File: src/rtl/ifetch_unit.sv
// Instruction fetch sequencer: reads a 32-bit little-endian instruction as four
// byte reads, presents it to decode, then advances or redirects the PC.
//
// state  | meaning
// -------+---------------------------------------------------------------
// FETCH  | requesting bytes pc+0..pc+3, one per mem_ack
// HOLD   | instruction complete, instr_valid high until decode accepts it
// UPDATE | one-cycle PC load strobe (pc+4, or the redirect target)
module ifetch_unit #(
    parameter int ADDR_W  = 8,
    parameter int INSTR_W = 32
) (
    input  logic               clk,
    input  logic               rst,
    input  logic [ADDR_W-1:0]  pc_current_address,
    output logic               load,
    output logic [ADDR_W-1:0]  pc_target_addr,
    output logic               mem_req,
    output logic [ADDR_W-1:0]  mem_addr,
    input  logic               mem_ack,
    input  logic [7:0]         mem_rdata,
    output logic [INSTR_W-1:0] instr,
    output logic               instr_valid,
    input  logic               instr_ready,
    input  logic               redirect,
    input  logic [ADDR_W-1:0]  redirect_addr
);

    typedef enum logic [1:0] {
        FETCH  = 2'd0,
        HOLD   = 2'd1,
        UPDATE = 2'd2
    } state_t;

    localparam logic [ADDR_W-1:0] INSTR_BYTES = ADDR_W'(4);

    state_t              state, state_nxt;
    logic [1:0]          byte_cnt, byte_cnt_nxt;
    logic [INSTR_W-1:0]  instr_nxt;
    logic [ADDR_W-1:0]   target_nxt;
    logic [ADDR_W-1:0]   byte_ofs;

    assign byte_ofs = ADDR_W'(byte_cnt);

    // State, byte counter, assembled instruction and load target registers
    always_ff @(posedge clk or negedge rst) begin
        if (!rst) begin
            state          <= FETCH;
            byte_cnt       <= 2'd0;
            instr          <= '0;
            pc_target_addr <= '0;
        end else begin
            state          <= state_nxt;
            byte_cnt       <= byte_cnt_nxt;
            instr          <= instr_nxt;
            pc_target_addr <= target_nxt;
        end
    end

    // Next-state logic and handshake outputs; redirect overrides every state
    always_comb begin
        state_nxt    = state;
        byte_cnt_nxt = byte_cnt;
        instr_nxt    = instr;
        target_nxt   = pc_target_addr;

        // Outputs are qualified with rst so they read zero while reset is held,
        // even though the reset state is FETCH.
        mem_req     = rst && (state == FETCH);
        mem_addr    = mem_req ? (pc_current_address + byte_ofs) : '0;
        instr_valid = rst && (state == HOLD) && !redirect;
        load        = rst && (state == UPDATE);

        if (redirect) begin
            // Abort any partial fetch; a redirect during UPDATE simply replaces
            // the pending target and keeps the block in UPDATE.
            state_nxt    = UPDATE;
            byte_cnt_nxt = 2'd0;
            target_nxt   = redirect_addr;
        end else begin
            case (state)
                FETCH: begin
                    if (mem_ack) begin
                        instr_nxt[{byte_cnt, 3'b000} +: 8] = mem_rdata;
                        byte_cnt_nxt = byte_cnt + 2'd1;
                        if (byte_cnt == 2'd3) begin
                            state_nxt = HOLD;
                        end
                    end
                end
                HOLD: begin
                    if (instr_ready) begin
                        state_nxt  = UPDATE;
                        target_nxt = pc_current_address + INSTR_BYTES;
                    end
                end
                UPDATE: begin
                    state_nxt = FETCH;
                end
                default: begin
                    state_nxt    = FETCH;
                    byte_cnt_nxt = 2'd0;
                end
            endcase
        end
    end

endmodule

File: config.mk
export PLATFORM = sky130hd
export DESIGN_NAME = ifetch_unit
export DESIGN_NICKNAME = d
export VERILOG_FILES = /design/src/rtl/ifetch_unit.sv
export SDC_FILE = /design/constraint.sdc
export NUM_CORES = 1
export LEC_CHECK = 0
export ABC_AREA = 1
export CAP_MARGIN = 15
export CORE_ASPECT_RATIO = 1.4
export CORE_MARGIN = 4
export CORE_UTILIZATION = 42
export DETAILED_ROUTE_END_ITERATION = 16
export HOLD_SLACK_MARGIN = 0.08
export PLACE_DENSITY = 0.84
export SETUP_SLACK_MARGIN = 0.15
export SLEW_MARGIN = 20
export SYNTH_ARGS = -nofsm -noshare
export SYNTH_HDL_FRONTEND = slang
export SYNTH_SLANG_ARGS = --single-unit
File: constraint.sdc
create_clock -name clk -period 1.8 [get_ports clk]
set_clock_uncertainty 0.1 [all_clocks]
set_input_delay 0.36 -clock clk [delete_from_list [all_inputs] [get_ports clk]]
set_output_delay 0.36 -clock clk [all_outputs]
set_load 0.05 [all_outputs]
* Word level (Yosys, flattened, before mapping)
Cells that the tools add are included.
** Operators by class
- Reduce and logical (&&, ||, !) cells :: 13
- Muxes and demuxes :: 13
- Shift-type cells :: 2
- Equal/unequal tests :: 7
- Add/sub/neg operators :: 4
- Bitwise logic cells :: 1
** Operators with widths (count)
- $bwmux 32 :: 1
- $mux 8 :: 4
- $shift 8x7->32 const A :: 1
- $shiftx 8x7->32 :: 1
- $mux 2 :: 6
- $add 8x2->8 :: 1
- $add 8x3->8 const B :: 1
- $pmux 2 s2 :: 2
- $neg 5->7 :: 1
- $ne 3x3->1 const B :: 2
- $reduce_and 3->1 :: 2
- $eq 2x2->1 const B :: 2
- $logic_and 1x1->1 :: 4
- $reduce_and 2->1 :: 2
- $reduce_bool 2->1 :: 2
- $ne 3x2->1 const B :: 1
- $add 2x1->2 const B :: 1
- $eq 2x1->1 const B :: 1
- $logic_not 2->1 :: 1
- $ne 2x1->1 const B :: 1
- $reduce_or 2->1 :: 1
- $logic_not 1->1 :: 1
- $not 1->1 :: 1
** Word-level totals
- Bits in registers :: 44
- Bits of input ports :: 29

* Longest topological paths before layout
Gate-level depths: netlist (run 1).
- Depth in word-level cells :: 5
- Mapped depth :: 9
- Mapped depth without buffers :: 9

* Worst setup path before layout (run 1)
OpenSTA, ideal clock, no wires.
- Kind :: register to output
- Start point :: register state[0]
- End point :: output mem_addr[2]
- Setup slack :: -0.752 ns
- Path buffers :: 0
- Arrival :: 2.092 ns
- Stages on the path, launching flop included :: 7
- Cell sequence :: dfrtp_1 > inv_1 > ha_1 > nand2_1 > inv_1 > o21ai_0 > a21oi_1
** Between the ends
- Cells in the longest elaborated chain, start to end :: 3
** Ends and longest elaborated chain
- from (decl) :: RTL line 37 : state_t state, state_nxt;
- from (signal assigned) :: RTL line 53 : state <= state_nxt;
- $logic_not 2->1 :: RTL line 69 : mem_req = rst && (state == FETCH);
- $logic_and 1x1->1 :: RTL line 69
- named net mem_req :: RTL line 18 : output logic mem_req,
- $mux 8 :: RTL line 70 : mem_addr = mem_req ? (pc_current_address + byte_ofs) : '0;
- to (decl) :: RTL line 19 : output logic [ADDR_W-1:0] mem_addr,
The timed path passes the listed nets, and every way through them passes these cells.

* Final worst setup path (run 1)
- Start point :: register byte_cnt[0]
- End point :: output mem_addr[6]
** Between the ends
- Cells in the longest elaborated chain, start to end :: 2
** Ends and longest elaborated chain
- from (decl) :: RTL line 38 : logic [1:0] byte_cnt, byte_cnt_nxt;
- from (signal assigned) :: RTL line 54 : byte_cnt <= byte_cnt_nxt;
- $add 8x2->8 :: RTL line 70
- $mux 8 :: RTL line 70
Every way passes these cells.

==> flow_summary.ini, run 1 <==
[clocking]
htree_levels = 2
root_buffer = clkbuf_8
clk_transition_reported_paths_ns = 0.09
cts_buffers = 5
clk_path_buf_depth = 2
clk_latency_ns = 0.30
tritoncts = done
cts_sinks = 44

[drt]
drt.antenna.violating_nets = 0
first_pass_iters = 5
vias = 2824
drt_iter0_markers = 144
via_per_inst = 5.32
wl_um = 9270
post-route-drc-count = 0
wl_per_cell_um = 17.5

[timing]
tightest_slew_ns = 0.595
period_minus_slack_ns = 2.22
period_share_pct = 123
setup_viol = 24
rsz0062_at_grt = yes
tns_ns = -3.19
hold_viol = 0
slew_viol_final = 0
max_freq_ghz = 0.451
slew_headroom_pct = 60.2
setup_ws_ns = -0.418
fin_hold_ws_ns = 0.241

[finish]
fin_nets = 502
fin_util_pct = 76.1
drive_gt1_share_pct = 51.8
instances_no_fill = 531
diodes = 0
final_cell_area_mm2 = 0.00446
area_growth_pct = 76.0

[critical_path]
crit_chain = ha_4 -> fa_2 -> inv_2 -> o21ai_1 -> nand2_1 -> nor2_4 -> buf_12
path_max_fanout = 4
cp-startpoint = byte_cnt[0]
cp.arrival_ns = 1.76
cp.required_ns = 1.34
startpoint_type = register
cp_slowest_stage_delay_ns = 0.44
slowest_stage = dfrtp_2
crit_type = register to primary output
cp-end-kind = primary output
worstReg2RegStart = byte_cnt[1]

[logic_synthesis]
synth_compound_area_share_pct = 8.05
synth_xor_area_share_pct = 0.691
synth-simple-area-share_pct = 33.0
yosysUniqueCellTypes = 26
synth_area_mm2 = 0.00253
yosysWarnings = 0
synth_top_family_by_area = simple AND/OR/NAND/NOR gates
syn_nets = 368
ys_ff_latch = 44
yosys-mux-area-fraction_pct = 0
seq_area_frac_synth_pct = 43.4
synthCells = 326
syn_area_per_cell_um2 = 7.78
synth_adder_area_share_pct = 6.71

[grt]
globalRoute.totalOverflow = 0
grt_max_degree = 33
antenna_found_initial = 0
grt_pass1_wl_um = 14000
grt_pass1_vias = 2902
grtUsageTotal_pct = 24.7

[floorplan]
start_util_pct = 43.2
io_pins = 80
core_area_mm2 = 0.00586
die_area_mm2 = 0.00736
num_rows = 33
die_x_um = 73.7
die_h_um = 99.9

[status]
violations = negative setup slack
outcome = complete, but fails checks

[placed_design]
place_area_mm2 = 0.00371
placedCellCount = 501
dp_hpwl_um = 5620
place.gp.congestion = 0.868
port_buffers = 79

[power_and_ir_drop]
powerDensity_mw_per_mm2 = 911
ir_drop_mv = 0.660
power.leakage_nw = 2.18

[job]
drv_cap = 0

[worst_hold_path]
hp-class = input pin to async pin
==> layout make-up <==
| type | instances | area [um2] |
|---|---|---|
| sequential | 44 | 1100 |
| clock inverter | 2 | 10.0 |
| inverter | 34 | 155 |
| clock buffer | 6 | 82.6 |
| timing repair buffer | 134 | 1280 |
| multi-input combinational | 241 | 1740 |
| fill | 382 | 1400 |
| tap | 70 | 87.6 |
==> final timing paths <==
kind / endpoint / cells past startpoint / slack [ns]
max: mem_addr[6] / 7 / -0.42
min: byte_cnt[0] / 3 / 0.24
max reg2reg: instr[5] / 9 / -0.06
min reg2reg: instr[16] / 2 / 0.39
max in group asynchronous: instr[4] / 3 / 0.46
min in group clk: instr[16] / 2 / 0.39
==> cell usage after synthesis <==
| cell type | instances | share of area, % |
|---|---|---|
| inv_1 | 28 | 4.1 |
| o21ai_2 | 10 | 3.5 |
| o21ai_1 | 6 | 1.2 |
| nand3_1 | 27 | 5.3 |
| nor3_1 | 8 | 1.6 |
| a31oi_1 | 3 | 0.74 |
| nand2_1 | 115 | 17 |
| dfrtp_1 | 44 | 43 |
| ha_1 | 12 | 5.9 |
| nand4_1 | 2 | 0.49 |
| o21bai_1 | 1 | 0.30 |
| nor2_2 | 2 | 0.49 |
| nor2_8 | 2 | 1.6 |
| inv_2 | 3 | 0.44 |
| buf_6 | 4 | 1.8 |
| nand2_2 | 3 | 0.74 |
| o21ai_0 | 8 | 1.6 |
| nor2_4 | 2 | 0.89 |
| buf_2 | 4 | 0.79 |
| inv_4 | 3 | 0.74 |
| a21oi_1 | 4 | 0.79 |
| nand2_4 | 1 | 0.44 |
| xor2_1 | 2 | 0.69 |
| nor2_1 | 30 | 4.4 |
| clkbuf_2 | 1 | 0.20 |
| fa_1 | 1 | 0.79 |
==> placed cells by master, fill, tap and decap left out, types with 3 or more instances in the layout <==
cell type         n
a31oi_1           3
buf_12           11
buf_4            76
buf_6            17
clkbuf_8          6
clkdlybuf4s50_1  24
dfrtp_1          42
dlygate4sd2_1     3
ha_1              4
ha_4              7
inv_1            18
inv_2             9
inv_6             3
nand2_1          79
nand2_2          33
nand2_4           6
nand3_1          15
nand3_2          10
nor2_1           15
nor2_2            6
nor2_4           15
nor3_4            6
o21ai_1           9
o21ai_2          13
==> cells by family (layout without fill, tap and decap cells) <==
family / count (synthesis) / in the layout
AND/OR/NAND/NOR: 192 / 194
buffers and inverters: 43 / 176
XOR/XNOR: 2 / 2
adder cells (fa/ha/maj): 13 / 13
AO/OA/AOI/OAI: 32 / 32
flip-flops: 44 / 44
==> per-layer routing <==
layer  up-vias  GRT usage [%]  wire length, um
li1       1298              -                -
met1      1352           25.2             3140
met2       143           45.6             5230
met3        31           4.61              558
met4         0           13.1              341
met5         -              0                0
==> worst max-delay path: cells and delay by family, from the launching register on <==
family,cells,cell delay [ns]
adder cells (fa/ha/maj),2,0.54
flip-flops,1,0.44
AO/OA/AOI/OAI,1,0.07
buffers and inverters,2,0.24
AND/OR/NAND/NOR,2,0.17
==> what timing repair did <==
action                                  in CTS  in global routing
endpoints found under the setup margin      39                 46
buffers inserted                            12                  7
cloned                                       2                  0
gates resized for setup                     91                 44
endpoints found under the hold margin       12                  0
hold buffers                                 1                  0
pin swaps                                   50                 15
==> per-stage QoR <==
stage / setup slack (ns) / power [mW]
floorplan: -0.144 / 2.27
global placement: -0.544 / 2.89
detailed placement: -0.564 / 2.93
CTS: -0.415 / 3.88
global route: -0.443 / 4.24
finish: -0.418 / 4.07
==> state kept, by name, summed over array words and instances (netlist names) <==
register        cells
byte_cnt            2
instr              32
pc_target_addr      8
state               2
==> power by group <==
| part | internal [mW] | switching (mW) | total, mW |
|---|---|---|---|
| clock | 0.307 | 0.345 | 0.652 |
| combinational | 0.838 | 1.37 | 2.20 |
| sequential | 1.12 | 0.0933 | 1.21 |
| total | 2.26 | 1.80 | 4.07 |
Power figures use the tool's default switching activity.
==> run 2: changes to the inputs <==
- GPL_ROUTABILITY_DRIVEN: unset -> 0
- TNS_END_PERCENT: unset -> 100
==> flow_summary.ini, run 2 (synthesized netlist as in run 1, its figures left out) <==
[status]
violations = negative setup slack
outcome = complete, but fails checks

[power_and_ir_drop]
ir_drop_mv = 0.617
power.leakage_nw = 2.22
powerDensity_mw_per_mm2 = 949

[floorplan]
die_h_um = 99.9
io_pins = 80
num_rows = 33
start_util_pct = 43.2
die_x_um = 73.7
die_area_mm2 = 0.00736
core_area_mm2 = 0.00586

[drt]
vias = 2877
wl_per_cell_um = 17.2
post-route-drc-count = 0
drt.antenna.violating_nets = 0
via_per_inst = 5.36
drt_iter0_markers = 108
wl_um = 9250
first_pass_iters = 4

[timing]
setup_viol = 43
rsz0062_at_grt = yes
max_freq_ghz = 0.448
period_minus_slack_ns = 2.23
slew_headroom_pct = 63.0
setup_ws_ns = -0.431
period_share_pct = 124
slew_viol_final = 0
tightest_slew_ns = 0.553
fin_hold_ws_ns = 0.248
hold_viol = 0

[critical_path]
critPathBufInv = 2
cp.arrival_ns = 1.77
cp_slowest_stage_delay_ns = 0.44
crit_type = register to primary output
slowest_stage = dfrtp_2
cp-end-kind = primary output
crit_chain = ha_4 -> fa_2 -> inv_2 -> o21ai_1 -> nand2_1 -> nor2_4 -> buf_12
startpoint_type = register
path_max_fanout = 4
cp.required_ns = 1.34
worst_path_dominant_cell_family = adder cells

[grt]
grt_max_degree = 33
globalRoute.totalOverflow = 0
grt_pass1_vias = 2874
grtUsageTotal_pct = 22.8
grt_pass1_wl_um = 13000
antenna_found_initial = 1

[finish]
diodes = 0
fin_nets = 508
largestRegisters = instr x32, pc_target_addr x8
instances_no_fill = 537
final_common_cell = nand2_1
area_growth_pct = 77.5
largest_reg_flops = 32
top_register = instr
final_cell_mix = 87 x nand2_1, 79 x buf_4, 42 x dfrtp_1, 26 x nand2_2, 24 x nand3_1
drive_gt1_share_pct = 48.4

[clocking]
root_buffer = clkbuf_8
cts_buffers = 5
cts_sinks = 44
clk_latency_ns = 0.30
htree_levels = 2
clk_transition_reported_paths_ns = 0.08
tritoncts = done
clk_path_buf_depth = 2

[placed_design]
port_buffers = 79
dp_hpwl_um = 5480
placedCellCount = 499
place_ws_ns = -0.552

[job]
drv_cap = 0

[worst_hold_path]
hp-class = input pin to async pin
-- run 2: cell count changes in the layout (fill, tap and decap cells not counted), moves of 7 or more --
cell	before	now
nand2_2	33	26
nand2_1	79	87
nand3_2	10	2
nand3_1	15	24
-- run 2: area by class of cell --
class	instances	area (um2)
Multi-Input combinational cell	241	1700
Tap cell	70	87.6
Sequential cell	44	1100
Clock inverter	2	35.0
Timing Repair Buffer	140	1350
Clock buffer	6	72.6
Inverter	34	155
Fill cell	386	1360
-- run 2: final timing paths --
kind,startpoint,to,slack [ns],cells past startpoint
worst max-delay path,byte_cnt[0],mem_addr[6],-0.43,7
worst min-delay path,rst,instr[18],0.25,3
worst max register to register,byte_cnt[1],instr[7],-0.22,10
worst min register to register,instr[24],instr[24],0.39,2
max in group asynchronous,rst,instr[7],0.49,3
min in group clk,instr[24],instr[24],0.39,2
-- run 2: metrics by stage --
step	utilization (%)	power (mW)	TNS (ns)	instance area (um2)
2_1_floorplan	-	2.27	-0.946	2640
3_3_place_gp	63.0	2.88	-4.51	3690
3_5_place_dp	63.0	2.92	-5.28	3690
4_1_cts	71.2	3.96	-2.75	4170
5_1_grt	76.8	4.44	-10.07	4500
6_report	76.8	4.27	-7.28	4500
-- run 2: timing repair --
| item | CTS | global route |
|---|---|---|
| setup buffers | 14 | 13 |
| pin swaps | 26 | 25 |
| setup endpoints to repair | 39 | 46 |
| gates cloned | 2 | 0 |
| resized for setup | 70 | 54 |
| hold endpoints to repair | 12 | 0 |
| hold buffers | 1 | 0 |
-- run 2: worst min-delay path: cells and delay by family --
family | cells | cell delay (ns)
buf+inv | 3 | 0.71
-- run 2: per-layer routing --
metal  track usage, %  vias up  part of all wire, %
met1             24.5     1384                   33
met5                0        -                 0.13
li1                 -     1311                    -
met2             42.1      137                   57
met4             10.7        2                  4.7
met3             3.71       43                  5.2
-- run 2: where the power goes --
| part | total, mW | internal, mW | switching (mW) |
|---|---|---|---|
| Sequential | 1.22 | 1.12 | 0.0972 |
| Combinational | 2.31 | 0.911 | 1.39 |
| Clock | 0.751 | 0.412 | 0.339 |
| Total | 4.27 | 2.44 | 1.83 |
==> run 3: changes to the inputs <==
- CORE_ASPECT_RATIO: 1.4 -> 0.7
- CORE_UTILIZATION: 42 -> 30
- PLACE_DENSITY: 0.84 -> 0.66
==> flow_summary.ini, run 3 (synthesized netlist as in run 1, its figures left out) <==
[grt]
grtUsageTotal_pct = 16.1
antenna_found_initial = 1
grt_max_degree = 25
grt_pass1_vias = 2633
globalRoute.totalOverflow = 0
grt_pass1_wl_um = 13200

[critical_path]
crit_type = register to primary output
cp.required_ns = 1.34
worstReg2RegStart = byte_cnt[0]
cp_slowest_stage_delay_ns = 0.42
cp-startpoint = byte_cnt[0]
cp.arrival_ns = 1.73
startpoint_type = register
slowest_stage = dfrtp_2
endpoint = mem_addr[6]
worstRegToRegCells = 8
timing.rr.end = instr[5]
reg2reg_slack_ns = 0.08
path_max_fanout = 3
cp-end-kind = primary output
crit_chain = ha_4 -> fa_2 -> nand4_1 -> nand2_2 -> nor2_4 -> buf_12

[timing]
fin_hold_ws_ns = 0.144
setup_viol = 9
tightest_slew_ns = 0.356
hold_viol = 0
period_share_pct = 122
rsz0062_at_grt = yes
slew_headroom_pct = 76.1
max_freq_ghz = 0.457
setup_ws_ns = -0.387
slew_viol_final = 0
tns_ns = -2.72
period_minus_slack_ns = 2.19

[floorplan]
start_util_pct = 31.5
io_pins = 80
die_h_um = 84.9
die_area_mm2 = 0.0100
die_x_um = 118
core_area_mm2 = 0.00804
num_rows = 27

[drt]
drt.antenna.violating_nets = 0
wl_um = 7970
wl_met3_um = 412
via_per_inst = 4.67
post-route-drc-count = 0
drt-met1-wl_um = 3850
first_pass_iters = 4
route.met2.wl_um = 3590
highest_layer = met4
wl_per_cell_um = 14.4
drt_iter0_markers = 93
vias = 2585

[power_and_ir_drop]
power.internal_mw = 2.48
ir_drop_mv = 0.850
p_comb_share_pct = 48.4
p_sw_share_pct = 40.4
p_sw_mw = 1.68
clockPowerShare_pct = 22.5
powerDensity_mw_per_mm2 = 953
power.leakage_nw = 2.15
seqPwrFrac_pct = 29.0

[status]
violations = negative setup slack
outcome = complete, but fails checks

[finish]
instances_no_fill = 553
area_growth_pct = 72.0
final_cell_mix = 91 x nand2_1, 72 x buf_4, 42 x dfrtp_1, 23 x nand3_1
fin_util_pct = 54.2
top_register = instr
drive_gt1_share_pct = 43.9
fin_nets = 493
largestRegisters = instr x32, pc_target_addr x8
final_common_cell = nand2_1
largest_reg_flops = 32

[clocking]
tritoncts = done
cts_buffers = 5
root_buffer = clkbuf_16
clk_path_buf_depth = 2
clk_transition_reported_paths_ns = 0.06
clk_latency_ns = 0.28
cts_sinks = 44
htree_levels = 2

[placed_design]
placedCellCount = 528
port_buffers = 79
dp_hpwl_um = 6040
place_ws_ns = -0.632

[job]
drv_cap = 0

[worst_hold_path]
hp-class = input pin to async pin
## run 3: worst min path at each step
stage	startpoint	to	cells after the start
6_report	rst	state[1]	3
5_1_grt	rst	pc_target_addr[1]	3
4_1_cts	instr[10]	instr[10]	2
3_5_place_dp	rst	state[1]	2
3_3_place_gp	rst	state[0]	2
2_1_floorplan	rst	byte_cnt[0]	0
## run 3: critical path: cells and delay by family (launching register included)
| family | cells | cell delay, ns |
|---|---|---|
| DFF | 1 | 0.42 |
| buffers and inverters | 1 | 0.15 |
| and+or+nand+nor | 3 | 0.31 |
| adders and majority gates | 2 | 0.56 |
## run 3: cell type report
type	count	area, um2
Antenna cell	1	2.50
Clock buffer	7	153
Fill cell	734	3680
Inverter	34	159
Multi-Input combinational cell	240	1620
Sequential cell	44	1100
Tap cell	101	126
Timing Repair Buffer	126	1200
## run 3: layer usage
metal	global-route usage (%)	vias up
met1	22.3	1215
li1	-	1290
met3	4.20	15
met5	0	-
met4	3.72	0
met2	25.3	65
## run 3: through the flow
step           area, um2  total power [mW]
2_1_floorplan       2640              2.27
3_3_place_gp        3720              2.88
3_5_place_dp        3720              2.91
4_1_cts             4140              4.06
5_1_grt             4360              4.39
6_report            4360              4.16
## run 3: power groups by stage
stage,logic (mW),clock network [mW],registers (mW)
floorplan,0.667,0,1.61
global placement,1.66,0,1.22
detailed placement,1.69,0,1.22
CTS,1.90,0.960,1.21
global route,2.15,1.01,1.22
finish,2.01,0.937,1.21
## run 3: repair_timing
| item | 4_1_cts | 5_1_grt |
|---|---|---|
| endpoints found under the setup margin | 36 | 42 |
| cloned | 0 | 1 |
| buffers inserted | 9 | 6 |
| hold endpoints to repair | 20 | 0 |
| resized for setup | 55 | 45 |
| pin swaps | 15 | 18 |
| hold buffers | 1 | 0 |
